$ cat src/rtl/gpu_cache_req_arbiter_pkg.sv
// gpu_cache_req_arbiter_pkg: shared FSM states, cache field defaults and index-width helper.
package gpu_cache_pkg;
  localparam int MIP_BITS_DEF = 2;
  localparam int PIXEL_WIDTH_DEF = 32;
  typedef enum logic [1:0] {S_IDLE, S_ISSUE, S_WAIT, S_DELIVER} state_t;
  function automatic int client_bits(input int n);
    return (n > 1) ? $clog2(n) : 1;
  endfunction
endpackage

$ cat src/rtl/gpu_cache_req_arbiter_if.sv
// gpu_cache_req_arbiter_if: client request/response and cache port bundle; master is the arbiter side.
interface gpu_cache_req_arbiter_if
  import gpu_cache_pkg::*;
#(
  parameter int NUM_CLIENTS = 4,
  parameter int MIP_BITS = MIP_BITS_DEF,
  parameter int PIXEL_WIDTH = PIXEL_WIDTH_DEF
);
  logic [NUM_CLIENTS-1:0] cl_req_valid;
  logic [NUM_CLIENTS-1:0] cl_req_ready;
  logic [32*NUM_CLIENTS-1:0] cl_req_x;
  logic [32*NUM_CLIENTS-1:0] cl_req_y;
  logic [MIP_BITS*NUM_CLIENTS-1:0] cl_req_mip;
  logic [NUM_CLIENTS-1:0] cl_rsp_valid;
  logic [NUM_CLIENTS-1:0] cl_rsp_ready;
  logic [PIXEL_WIDTH-1:0] cl_rsp_pixel;
  logic cl_rsp_err;
  logic cache_req_valid;
  logic cache_req_ready;
  logic [31:0] cache_req_x;
  logic [31:0] cache_req_y;
  logic [MIP_BITS-1:0] cache_req_mip;
  logic [PIXEL_WIDTH-1:0] cache_pixel_out;
  logic cache_pixel_valid;
  modport master (
    input cl_req_valid, cl_req_x, cl_req_y, cl_req_mip, cl_rsp_ready,
    input cache_req_ready, cache_pixel_out, cache_pixel_valid,
    output cl_req_ready, cl_rsp_valid, cl_rsp_pixel, cl_rsp_err,
    output cache_req_valid, cache_req_x, cache_req_y, cache_req_mip
  );
  modport slave (
    output cl_req_valid, cl_req_x, cl_req_y, cl_req_mip, cl_rsp_ready,
    output cache_req_ready, cache_pixel_out, cache_pixel_valid,
    input cl_req_ready, cl_rsp_valid, cl_rsp_pixel, cl_rsp_err,
    input cache_req_valid, cache_req_x, cache_req_y, cache_req_mip
  );
endinterface

$ cat src/rtl/gpu_cache_req_arbiter_rr.sv
// gpu_rr_arbiter: combinational round-robin pick of the first requester at or after rr_ptr.
module gpu_rr_arbiter
  import gpu_cache_pkg::*;
#(
  parameter int NUM_CLIENTS = 4,
  parameter int CLIENT_BITS = client_bits(NUM_CLIENTS)
) (
  input  logic [NUM_CLIENTS-1:0] req_i,
  input  logic [CLIENT_BITS-1:0] rr_ptr_i,
  output logic [NUM_CLIENTS-1:0] gnt_o,
  output logic [CLIENT_BITS-1:0] gnt_idx_o,
  output logic                   any_req_o
);
  logic [CLIENT_BITS-1:0] idx;
  // Scan farthest-first so the nearest requester after rr_ptr is written last.
  always_comb begin
    idx = '0;
    gnt_idx_o = '0;
    for (int k = NUM_CLIENTS - 1; k >= 0; k--) begin
      idx = CLIENT_BITS'((int'(rr_ptr_i) + k) % NUM_CLIENTS);
      if (req_i[idx]) gnt_idx_o = idx;
    end
  end
  assign any_req_o = |req_i;
  assign gnt_o = any_req_o ? NUM_CLIENTS'(1) << gnt_idx_o : '0;
endmodule

$ cat src/rtl/gpu_cache_req_arbiter.sv
// gpu_cache_req_arbiter: round-robin share of one cache request port with held fields, timeout and response return.
module gpu_cache_req_arbiter
  import gpu_cache_pkg::*;
#(
  parameter int NUM_CLIENTS = 4,
  parameter int CLIENT_BITS = client_bits(NUM_CLIENTS),
  parameter int MIP_BITS = MIP_BITS_DEF,
  parameter int PIXEL_WIDTH = PIXEL_WIDTH_DEF,
  parameter int TIMEOUT_CYCLES = 1024,
  parameter int TMO_BITS = $clog2(TIMEOUT_CYCLES)
) (
  input  logic                   clk,
  input  logic                   rst,
  gpu_cache_req_arbiter_if.master bus,
  output logic                   busy,
  output logic [CLIENT_BITS-1:0] grant_id,
  output logic                   stray_rsp
);
  state_t                 state_q;
  logic [CLIENT_BITS-1:0] rr_ptr_q;
  logic [CLIENT_BITS-1:0] grant_q;
  logic [TMO_BITS-1:0]    tmo_q;
  logic [31:0]            x_q;
  logic [31:0]            y_q;
  logic [MIP_BITS-1:0]    mip_q;
  logic [PIXEL_WIDTH-1:0] pix_q;
  logic                   err_q;
  logic                   stray_q;
  logic [NUM_CLIENTS-1:0] gnt;
  logic [CLIENT_BITS-1:0] gnt_idx;
  logic                   any_req;
  logic [CLIENT_BITS-1:0] rr_next;

  gpu_rr_arbiter #(
    .NUM_CLIENTS(NUM_CLIENTS),
    .CLIENT_BITS(CLIENT_BITS)
  ) u_rr (
    .req_i    (bus.cl_req_valid),
    .rr_ptr_i (rr_ptr_q),
    .gnt_o    (gnt),
    .gnt_idx_o(gnt_idx),
    .any_req_o(any_req)
  );

  assign rr_next = (gnt_idx == CLIENT_BITS'(NUM_CLIENTS - 1)) ? '0 : gnt_idx + 1'b1;

  assign bus.cl_req_ready    = (state_q == S_IDLE) ? gnt : '0;
  assign bus.cl_rsp_valid    = (state_q == S_DELIVER) ? NUM_CLIENTS'(1) << grant_q : '0;
  assign bus.cl_rsp_pixel    = pix_q;
  assign bus.cl_rsp_err      = err_q;
  assign bus.cache_req_valid = (state_q == S_ISSUE);
  assign bus.cache_req_x     = x_q;
  assign bus.cache_req_y     = y_q;
  assign bus.cache_req_mip   = mip_q;
  assign busy                = (state_q != S_IDLE);
  assign grant_id            = grant_q;
  assign stray_rsp           = stray_q;

  always_ff @(posedge clk) begin
    if (rst) begin
      state_q  <= S_IDLE;
      rr_ptr_q <= '0;
      grant_q  <= '0;
      tmo_q    <= '0;
      x_q      <= '0;
      y_q      <= '0;
      mip_q    <= '0;
      pix_q    <= '0;
      err_q    <= 1'b0;
      stray_q  <= 1'b0;
    end else begin
      if (bus.cache_pixel_valid && state_q != S_WAIT) stray_q <= 1'b1;
      case (state_q)
        S_IDLE: if (any_req) begin
          x_q      <= bus.cl_req_x[32*gnt_idx +: 32];
          y_q      <= bus.cl_req_y[32*gnt_idx +: 32];
          mip_q    <= bus.cl_req_mip[MIP_BITS*gnt_idx +: MIP_BITS];
          grant_q  <= gnt_idx;
          rr_ptr_q <= rr_next;
          state_q  <= S_ISSUE;
        end
        S_ISSUE: if (bus.cache_req_ready) begin
          tmo_q   <= '0;
          state_q <= S_WAIT;
        end
        // A pixel arriving in the timeout cycle still wins over the error.
        S_WAIT: if (bus.cache_pixel_valid) begin
          pix_q   <= bus.cache_pixel_out;
          err_q   <= 1'b0;
          state_q <= S_DELIVER;
        end else if (tmo_q == TMO_BITS'(TIMEOUT_CYCLES - 1)) begin
          pix_q   <= '0;
          err_q   <= 1'b1;
          state_q <= S_DELIVER;
        end else begin
          tmo_q <= tmo_q + 1'b1;
        end
        S_DELIVER: if (bus.cl_rsp_ready[grant_q]) state_q <= S_IDLE;
        default: state_q <= S_IDLE;
      endcase
    end
  end
endmodule

$ cat src/flat_wrapper.sv
// flat-port wrapper written by rule: the top's interface ports become plain ports
module gpu_cache_req_arbiter_flat import gpu_cache_pkg::*;
#(
  parameter int NUM_CLIENTS = 4,
  parameter int CLIENT_BITS = client_bits(NUM_CLIENTS),
  parameter int MIP_BITS = MIP_BITS_DEF,
  parameter int PIXEL_WIDTH = PIXEL_WIDTH_DEF,
  parameter int TIMEOUT_CYCLES = 1024,
  parameter int TMO_BITS = $clog2(TIMEOUT_CYCLES)
)
  (clk, rst, busy, grant_id, stray_rsp, bus_cl_req_valid, bus_cl_req_x, bus_cl_req_y, bus_cl_req_mip, bus_cl_rsp_ready, bus_cache_req_ready, bus_cache_pixel_out, bus_cache_pixel_valid, bus_cl_req_ready, bus_cl_rsp_valid, bus_cl_rsp_pixel, bus_cl_rsp_err, bus_cache_req_valid, bus_cache_req_x, bus_cache_req_y, bus_cache_req_mip);
  gpu_cache_req_arbiter_if #(.NUM_CLIENTS(NUM_CLIENTS), .MIP_BITS(MIP_BITS), .PIXEL_WIDTH(PIXEL_WIDTH)) bus_i ();
  input  logic clk;
  input  logic rst;
  output logic busy;
  output logic [CLIENT_BITS-1:0] grant_id;
  output logic stray_rsp;
  input wire logic [$bits(bus_i.cl_req_valid)-1:0] bus_cl_req_valid;
  input wire logic [$bits(bus_i.cl_req_x)-1:0] bus_cl_req_x;
  input wire logic [$bits(bus_i.cl_req_y)-1:0] bus_cl_req_y;
  input wire logic [$bits(bus_i.cl_req_mip)-1:0] bus_cl_req_mip;
  input wire logic [$bits(bus_i.cl_rsp_ready)-1:0] bus_cl_rsp_ready;
  input wire logic [$bits(bus_i.cache_req_ready)-1:0] bus_cache_req_ready;
  input wire logic [$bits(bus_i.cache_pixel_out)-1:0] bus_cache_pixel_out;
  input wire logic [$bits(bus_i.cache_pixel_valid)-1:0] bus_cache_pixel_valid;
  output wire logic [$bits(bus_i.cl_req_ready)-1:0] bus_cl_req_ready;
  output wire logic [$bits(bus_i.cl_rsp_valid)-1:0] bus_cl_rsp_valid;
  output wire logic [$bits(bus_i.cl_rsp_pixel)-1:0] bus_cl_rsp_pixel;
  output wire logic [$bits(bus_i.cl_rsp_err)-1:0] bus_cl_rsp_err;
  output wire logic [$bits(bus_i.cache_req_valid)-1:0] bus_cache_req_valid;
  output wire logic [$bits(bus_i.cache_req_x)-1:0] bus_cache_req_x;
  output wire logic [$bits(bus_i.cache_req_y)-1:0] bus_cache_req_y;
  output wire logic [$bits(bus_i.cache_req_mip)-1:0] bus_cache_req_mip;
  assign bus_i.cl_req_valid = bus_cl_req_valid;
  assign bus_i.cl_req_x = bus_cl_req_x;
  assign bus_i.cl_req_y = bus_cl_req_y;
  assign bus_i.cl_req_mip = bus_cl_req_mip;
  assign bus_i.cl_rsp_ready = bus_cl_rsp_ready;
  assign bus_i.cache_req_ready = bus_cache_req_ready;
  assign bus_i.cache_pixel_out = bus_cache_pixel_out;
  assign bus_i.cache_pixel_valid = bus_cache_pixel_valid;
  assign bus_cl_req_ready = bus_i.cl_req_ready;
  assign bus_cl_rsp_valid = bus_i.cl_rsp_valid;
  assign bus_cl_rsp_pixel = bus_i.cl_rsp_pixel;
  assign bus_cl_rsp_err = bus_i.cl_rsp_err;
  assign bus_cache_req_valid = bus_i.cache_req_valid;
  assign bus_cache_req_x = bus_i.cache_req_x;
  assign bus_cache_req_y = bus_i.cache_req_y;
  assign bus_cache_req_mip = bus_i.cache_req_mip;
  gpu_cache_req_arbiter #(.NUM_CLIENTS(NUM_CLIENTS), .CLIENT_BITS(CLIENT_BITS), .MIP_BITS(MIP_BITS), .PIXEL_WIDTH(PIXEL_WIDTH), .TIMEOUT_CYCLES(TIMEOUT_CYCLES), .TMO_BITS(TMO_BITS)) u_core (.clk(clk), .rst(rst), .bus(bus_i), .busy(busy), .grant_id(grant_id), .stray_rsp(stray_rsp));
endmodule
$ cat config.mk
export PLATFORM = sky130hd
export DESIGN_NAME = gpu_cache_req_arbiter_flat
export DESIGN_NICKNAME = d
export VERILOG_FILES = /design/src/rtl/gpu_cache_req_arbiter_pkg.sv /design/src/rtl/gpu_cache_req_arbiter_if.sv /design/src/rtl/gpu_cache_req_arbiter_rr.sv /design/src/rtl/gpu_cache_req_arbiter.sv /design/src/flat_wrapper.sv
export SDC_FILE = /design/constraint.sdc
export NUM_CORES = 1
export LEC_CHECK = 0
export ABC_AREA = 0
export CORE_AREA = 4 4 161 163
export CTS_CLUSTER_SIZE = 10
export DETAILED_ROUTE_END_ITERATION = 10
export DIE_AREA = 0 0 165 167
export PLACE_DENSITY = 0.69
export SYNTH_ARGS = -nofsm -noshare
export SYNTH_HDL_FRONTEND = slang
export SYNTH_HIERARCHICAL = 1
export SYNTH_SLANG_ARGS = --single-unit
export TNS_END_PERCENT = 30
$ cat constraint.sdc
create_clock -name clk -period 6.8 [get_ports clk]
set_input_delay 0.68 -clock clk [delete_from_list [all_inputs] [get_ports clk]]
set_output_delay 0.68 -clock clk [all_outputs]
set_load 0.05 [all_outputs]
==> results of run 1 <==
[Yosys cell counts (2+ instances only)]
master | count | share of area
a22o_1 | 33 | 0.048
nor2b_1 | 3 | 0.0031
buf_1 | 13 | 0.0080
nor3_1 | 4 | 0.0033
o21ai_0 | 7 | 0.0058
nand2b_1 | 7 | 0.0072
ha_1 | 7 | 0.014
and2_1 | 6 | 0.0062
buf_4 | 3 | 0.0037
a21oi_1 | 80 | 0.066
nand3_1 | 6 | 0.0049
nand2_1 | 147 | 0.091
nor2_1 | 17 | 0.011
o221a_2 | 2 | 0.0037
buf_6 | 4 | 0.0074
mux4_2 | 66 | 0.24
dfxtp_1 | 116 | 0.38
a211oi_1 | 4 | 0.0049
mux2i_1 | 3 | 0.0049
o21ai_1 | 2 | 0.0016
inv_1 | 13 | 0.0080
a311oi_1 | 5 | 0.0072
clkbuf_1 | 26 | 0.016
or2_2 | 2 | 0.0021
a31oi_1 | 6 | 0.0062
nand4_1 | 2 | 0.0021
buf_2 | 7 | 0.0058
or3_1 | 2 | 0.0021
[sequential cells by signal (all words and copies together) (netlist names)]
register                  flops
u_core/bus.cache_req_x       32
u_core/bus.cache_req_y       32
u_core/bus.cl_rsp_pixel      32
u_core/tmo_q                 10
u_core/bus.cache_req_mip      2
u_core/grant_id               2
u_core/rr_ptr_q               2
u_core/state_q                2
u_core/bus.cl_rsp_err         1
u_core/stray_rsp              1
[layout make-up]
type                       instances  area (sq um)
clock buffer                      22           494
fill                            2287         13100
clock inverter                     8           171
multi-input combinational        430          3480
timing repair buffer             424          4240
inverter                          13          48.8
sequential                       116          2320
antenna                            3          7.51
tap                              324           405
[final timing paths]
path / to / slack (ns) / cells past startpoint
worst max-delay path: bus_cl_req_ready[0] / 3.35 / 6
worst min-delay path: u_core/bus.cache_req_y[10]$_SDFFE_PP0P_ / 0.45 / 2
worst max register to register: u_core/bus.cache_req_x[10]$_SDFFE_PP0P_ / 4.15 / 7
worst min register to register: u_core/bus.cache_req_y[10]$_SDFFE_PP0P_ / 0.45 / 2
[report_power, final]
| group | leakage [nW] | total (W) | internal, W | switching (W) |
|---|---|---|---|---|
| clock | 0.324 | 0.00102 | 0.000695 | 0.000321 |
| combinational | 2.73 | 0.00230 | 0.000926 | 0.00137 |
| sequential | 0.950 | 0.000994 | 0.000873 | 0.000121 |
| total | 4.00 | 0.00431 | 0.00249 | 0.00182 |
[per-stage QoR]
step / instance area, sq um / instances / setup WS [ns]
after floorplan: 6080 / 613 / 4.04
after CTS: 11200 / 1337 / 3.35
after detailed placement: 10500 / 1307 / 3.35
final: 11200 / 1340 / 3.35
after global placement: 10500 / 1307 / 3.36
after global routing: 11200 / 1339 / 3.26
[critical path, stage by stage]
cell and delay [ns]:
clkdlybuf4s50_1 0.70, o2bb2ai_1 0.13, a22o_1 0.23, and2_1 0.16, and2_1 0.16, clkdlybuf4s50_1 0.70
[routing by layer]
layer	vias to the layer above	track usage	share of wire
met2	257	0.312	0.51
li1	3032	-	-
met3	32	0.0714	0.089
met4	6	0.0503	0.016
met1	3026	0.199	0.38
met5	-	0	0.0012
[cells in the final DEF (no fill, tap or decap), types with 4 or more instances in the layout]
cell / count
ha_1: 7
a21oi_1: 79
nand2b_1: 7
clkbuf_16: 17
nor2_1: 16
dfxtp_1: 116
bufinv_16: 5
a311oi_1: 5
clkdlybuf4s50_1: 418
a211oi_1: 4
and2_1: 5
inv_1: 13
nand2_1: 146
mux4_2: 66
a31oi_1: 5
buf_4: 5
nor3_1: 4
clkbuf_8: 5
nand3_1: 6
a22o_1: 33
o21ai_0: 7
[cell families (layout without fill, tap and decap cells)]
group,Yosys count,in the layout,share of synthesized area
other,0,3,0
AOI/OAI and AO/OA,151,151,0.160
adders and majority gates,7,7,0.0144
and+or+nand+nor,203,203,0.143
muxes,69,69,0.250
DFF,116,116,0.382
buffers and inverters,67,467,0.0504
==> results.cfg, run 1 <==
[timing]
rsz0062_at_grt = no
period_share = 0.507
setup_viol = 0
hold_viol_final = 0
slew_violations = 0
tns_ns = 0
period_minus_slack_ns = 3.45
fmax_mhz = 290
holdWs_ns = 0.451
clock_skew_ns = 0.0133
tightestPinTransition_ns = 1.08
slew_headroom = 0.281

[floorplanning]
die_y_um = 167
num_rows = 57
die-area_sq_um = 27600
die_w_um = 165
pin_count = 420
start_util = 0.250
coreArea_sq_um = 24300

[clock_network]
post-cts-setup-buffers = 0
ctsResizeCount = 0
numCtsBuffers = 17
htree_levels = 4
clk-insertion-delay-late_ns = 0.41
holdBufCountCts = 0
cts_tree = yes
cts-root-buf = clkbuf_16
path_clk_slew_ns = 0.05
numClockSinks = 116
clk_path_buf_depth = 2

[worst_setup_path]
setup.worst_path.end_class = output port
cp_max_fo = 10
r2r-start = u_core/rr_ptr_q[1]$_SDFFE_PP0P_
startpoint_type = input pin
startpoint = bus_cl_req_valid[2]
arrival_ns = 2.77
worstPathRequired_ns = 6.12
crit_type = in2out

[finish]
layout.nets = 1317
fin_util = 0.459
area_delta_synth_final_pct = 83.9
drive_above_1_share = 0.115

[synth]
yosysSeqAreaShare = 0.382
synth_area_per_cell_sq_um = 9.91
async_flop_share = 0
ys_ff_latch = 116
synth.yosys.warnings = 6
synth_fp_nets = 928
synthCells = 613
synth_cell_types = 48
synth-edff-count = 0
synth_top_flop_cell = dfxtp_1
synth_area_sq_um = 6080

[power]
p_per_area_nw_per_um2 = 386
power.total_w = 0.00431
leakage_nw = 4.00
vdd_ir_drop_max_v = 0.000179

[drt]
avgRoutedWirePerCell_um = 18.9
drtIter0Drc = 340
viasPerCell = 4.74
route.detailed.drc = 0
drt_pass1_iterations = 5
drt-total-wl_um = 25400
num_vias = 6353
final_antenna_net_count = 0

[placement]
hpwl_um = 19300
port_buffers = 419
gp_congestion = 0.893

[job]
cap_violations = 0

[global_routing]
grt_pass1_wl_um = 37700
grt_max_degree = 90
antenna_found_initial = 5
grtUsageTotal = 0.178
overflow = 0
grt_pass1_vias = 6655

[hold_path]
hold_start = u_core/bus.cache_req_y[10]$_SDFFE_PP0P_
min_path_type = reg2reg

[status]
run_status = completed
Note: power is estimated with default switching activity, not from simulation.
==> run 2: changes to the inputs <==
==> constraint.sdc (replaced) <==
create_clock -name clk -period 3.2 [get_ports clk]
set_input_delay 0.32 -clock clk [delete_from_list [all_inputs] [get_ports clk]]
set_output_delay 0.32 -clock clk [all_outputs]
set_load 0.05 [all_outputs]
==> run 2 against run 1 <==
Against the previous run: critical path depth is 1 lower; clock power grew 92%; global-route usage rose by 0.11 points; first-iteration DRC count is 36% higher; via count up 1.8%; die area unchanged; power is 110% higher; routed wire length is 1.9% higher; register-to-register slack worse by 3.4 ns; count of clock-buffer cells in the layout is 1 lower; critical path type is now reg2out.
==> results.cfg, run 2 (synthesis gave the netlist of run 1 again) <==
[placement]
dpl_cell_area_sq_um = 10600
hpwl_um = 20200
port_buffers = 419
gp_congestion = 0.900

[job]
cap_violations = 0

[finish]
area_delta_synth_final_pct = 84.4
final_cell_area_sq_um = 11200
final_common_cell = clkdlybuf4s50_1
final_cell_mix = clkdlybuf4s50_1, nand2_1, dfxtp_1, a21oi_1, mux4_2
drive_above_1_share = 0.119
layout.nets = 1324

[floorplanning]
coreArea_sq_um = 24300
start_util = 0.250
num_rows = 57
pin_count = 420
die-area_sq_um = 27600
die_w_um = 165
die_y_um = 167

[clock_network]
post-cts-setup-buffers = 0
path_clk_slew_ns = 0.05
cts-root-buf = clkbuf_16
clk_path_buf_depth = 2
holdBufCountCts = 0
cts_tree = yes
numClockSinks = 116
htree_levels = 4
ctsResizeCount = 0
clk-insertion-delay-late_ns = 0.42
numCtsBuffers = 17

[drt]
avgRoutedWirePerCell_um = 19.2
final_antenna_net_count = 0
viasPerCell = 4.80
drt_pass1_iterations = 5
drtIter0Drc = 464
drt-total-wl_um = 25900
route.detailed.drc = 0
num_vias = 6468

[global_routing]
grt_pass1_vias = 6531
antenna_found_initial = 5
grt_max_degree = 90
overflow = 0
grtUsageTotal = 0.179
grt_pass1_wl_um = 37800

[worst_setup_path]
worstPathRequired_ns = 2.88
setup.worst_path.end_class = output port
crit_path_cell_trace = inv_1 > a21oi_1 > o221a_2 > and2_1 > clkdlybuf4s50_1
arrival_ns = 2.48
crit_family = buffers and inverters
path_buf_inv = 2
slowest_stage = clkdlybuf4s50_1
startpoint_type = flip-flop
cpPeakStageDelay_ns = 0.82
cp_max_fo = 12
crit_type = reg2out

[timing]
slew_headroom = 0.304
setup_viol = 0
fmax_mhz = 357
holdWs_ns = 0.452
slew_violations = 0
rsz0062_at_grt = no
hold_viol_final = 0
period_share = 0.876
tightestPinTransition_ns = 1.04
tns_ns = 0
clock_skew_ns = 0.0100
period_minus_slack_ns = 2.80

[power]
vdd_ir_drop_max_v = 0.000516
p_per_area_nw_per_um2 = 810
leakage_nw = 4.02

[status]
run_status = completed

[hold_path]
min_path_type = reg2reg
run 2: cell count changes in the layout (fill, tap and decap cells not counted), sizes merged:
cell / delta
buf: +7
clkinv: +4
bufinv: -2
clkbuf: -1
run 2: where the power goes:
part,switching [W],internal [W],leakage (nW)
sequential,0.000262,0.00185,0.950
clock,0.000699,0.00126,0.292
combinational,0.00295,0.00205,2.78
run 2: final timing paths:
kind / start / to / slack, ns / depth (start not counted)
setup / recovery: u_core/rr_ptr_q[1]$_SDFFE_PP0P_ / bus_cl_req_ready[3] / 0.40 / 5
hold / removal: u_core/bus.cache_req_x[9]$_SDFFE_PP0P_ / u_core/bus.cache_req_x[9]$_SDFFE_PP0P_ / 0.45 / 2
setup reg to reg: u_core/tmo_q[0]$_SDFFE_PP0P_ / u_core/state_q[0]$_SDFFE_PP0P_ / 0.71 / 5
hold reg to reg: u_core/bus.cache_req_x[9]$_SDFFE_PP0P_ / u_core/bus.cache_req_x[9]$_SDFFE_PP0P_ / 0.45 / 2
run 2: tightest hold or removal path: cells and delay by family (launching register included):
family	cells	cell delay [ns]
AOI/OAI and AO/OA	1	0.05
DFF	1	0.30
and+or+nand+nor	1	0.05
run 2: cell type report:
cell class / instances / area (sq um)
fillers: 2273 / 13100
diodes: 3 / 7.51
multi-input cells: 430 / 3480
well taps: 324 / 405
repair buffers: 431 / 4340
clock inverters: 10 / 131
clock buffers: 21 / 460
inverters: 13 / 48.8
flip-flops and latches: 116 / 2320
run 2: per-stage QoR:
| stage | std cells | total power, W | worst slack (ns) | util |
|---|---|---|---|---|
| after floorplan | 613 | 0.00539 | 0.752 | - |
| after global placement | 1314 | 0.00715 | 0.453 | 0.436 |
| after detailed placement | 1314 | 0.00719 | 0.393 | 0.436 |
| after CTS | 1345 | 0.00920 | 0.369 | 0.460 |
| after global routing | 1348 | 0.00956 | 0.228 | 0.461 |
| final | 1348 | 0.00907 | 0.397 | 0.461 |
run 2: routing by layer:
metal  GRT usage  vias up  share of wire
li1            -     3050              -
met4      0.0535        4          0.019
met1       0.205     3098           0.38
met3      0.0704       37          0.089
met2       0.307      279           0.51
met5           0        -         0.0010
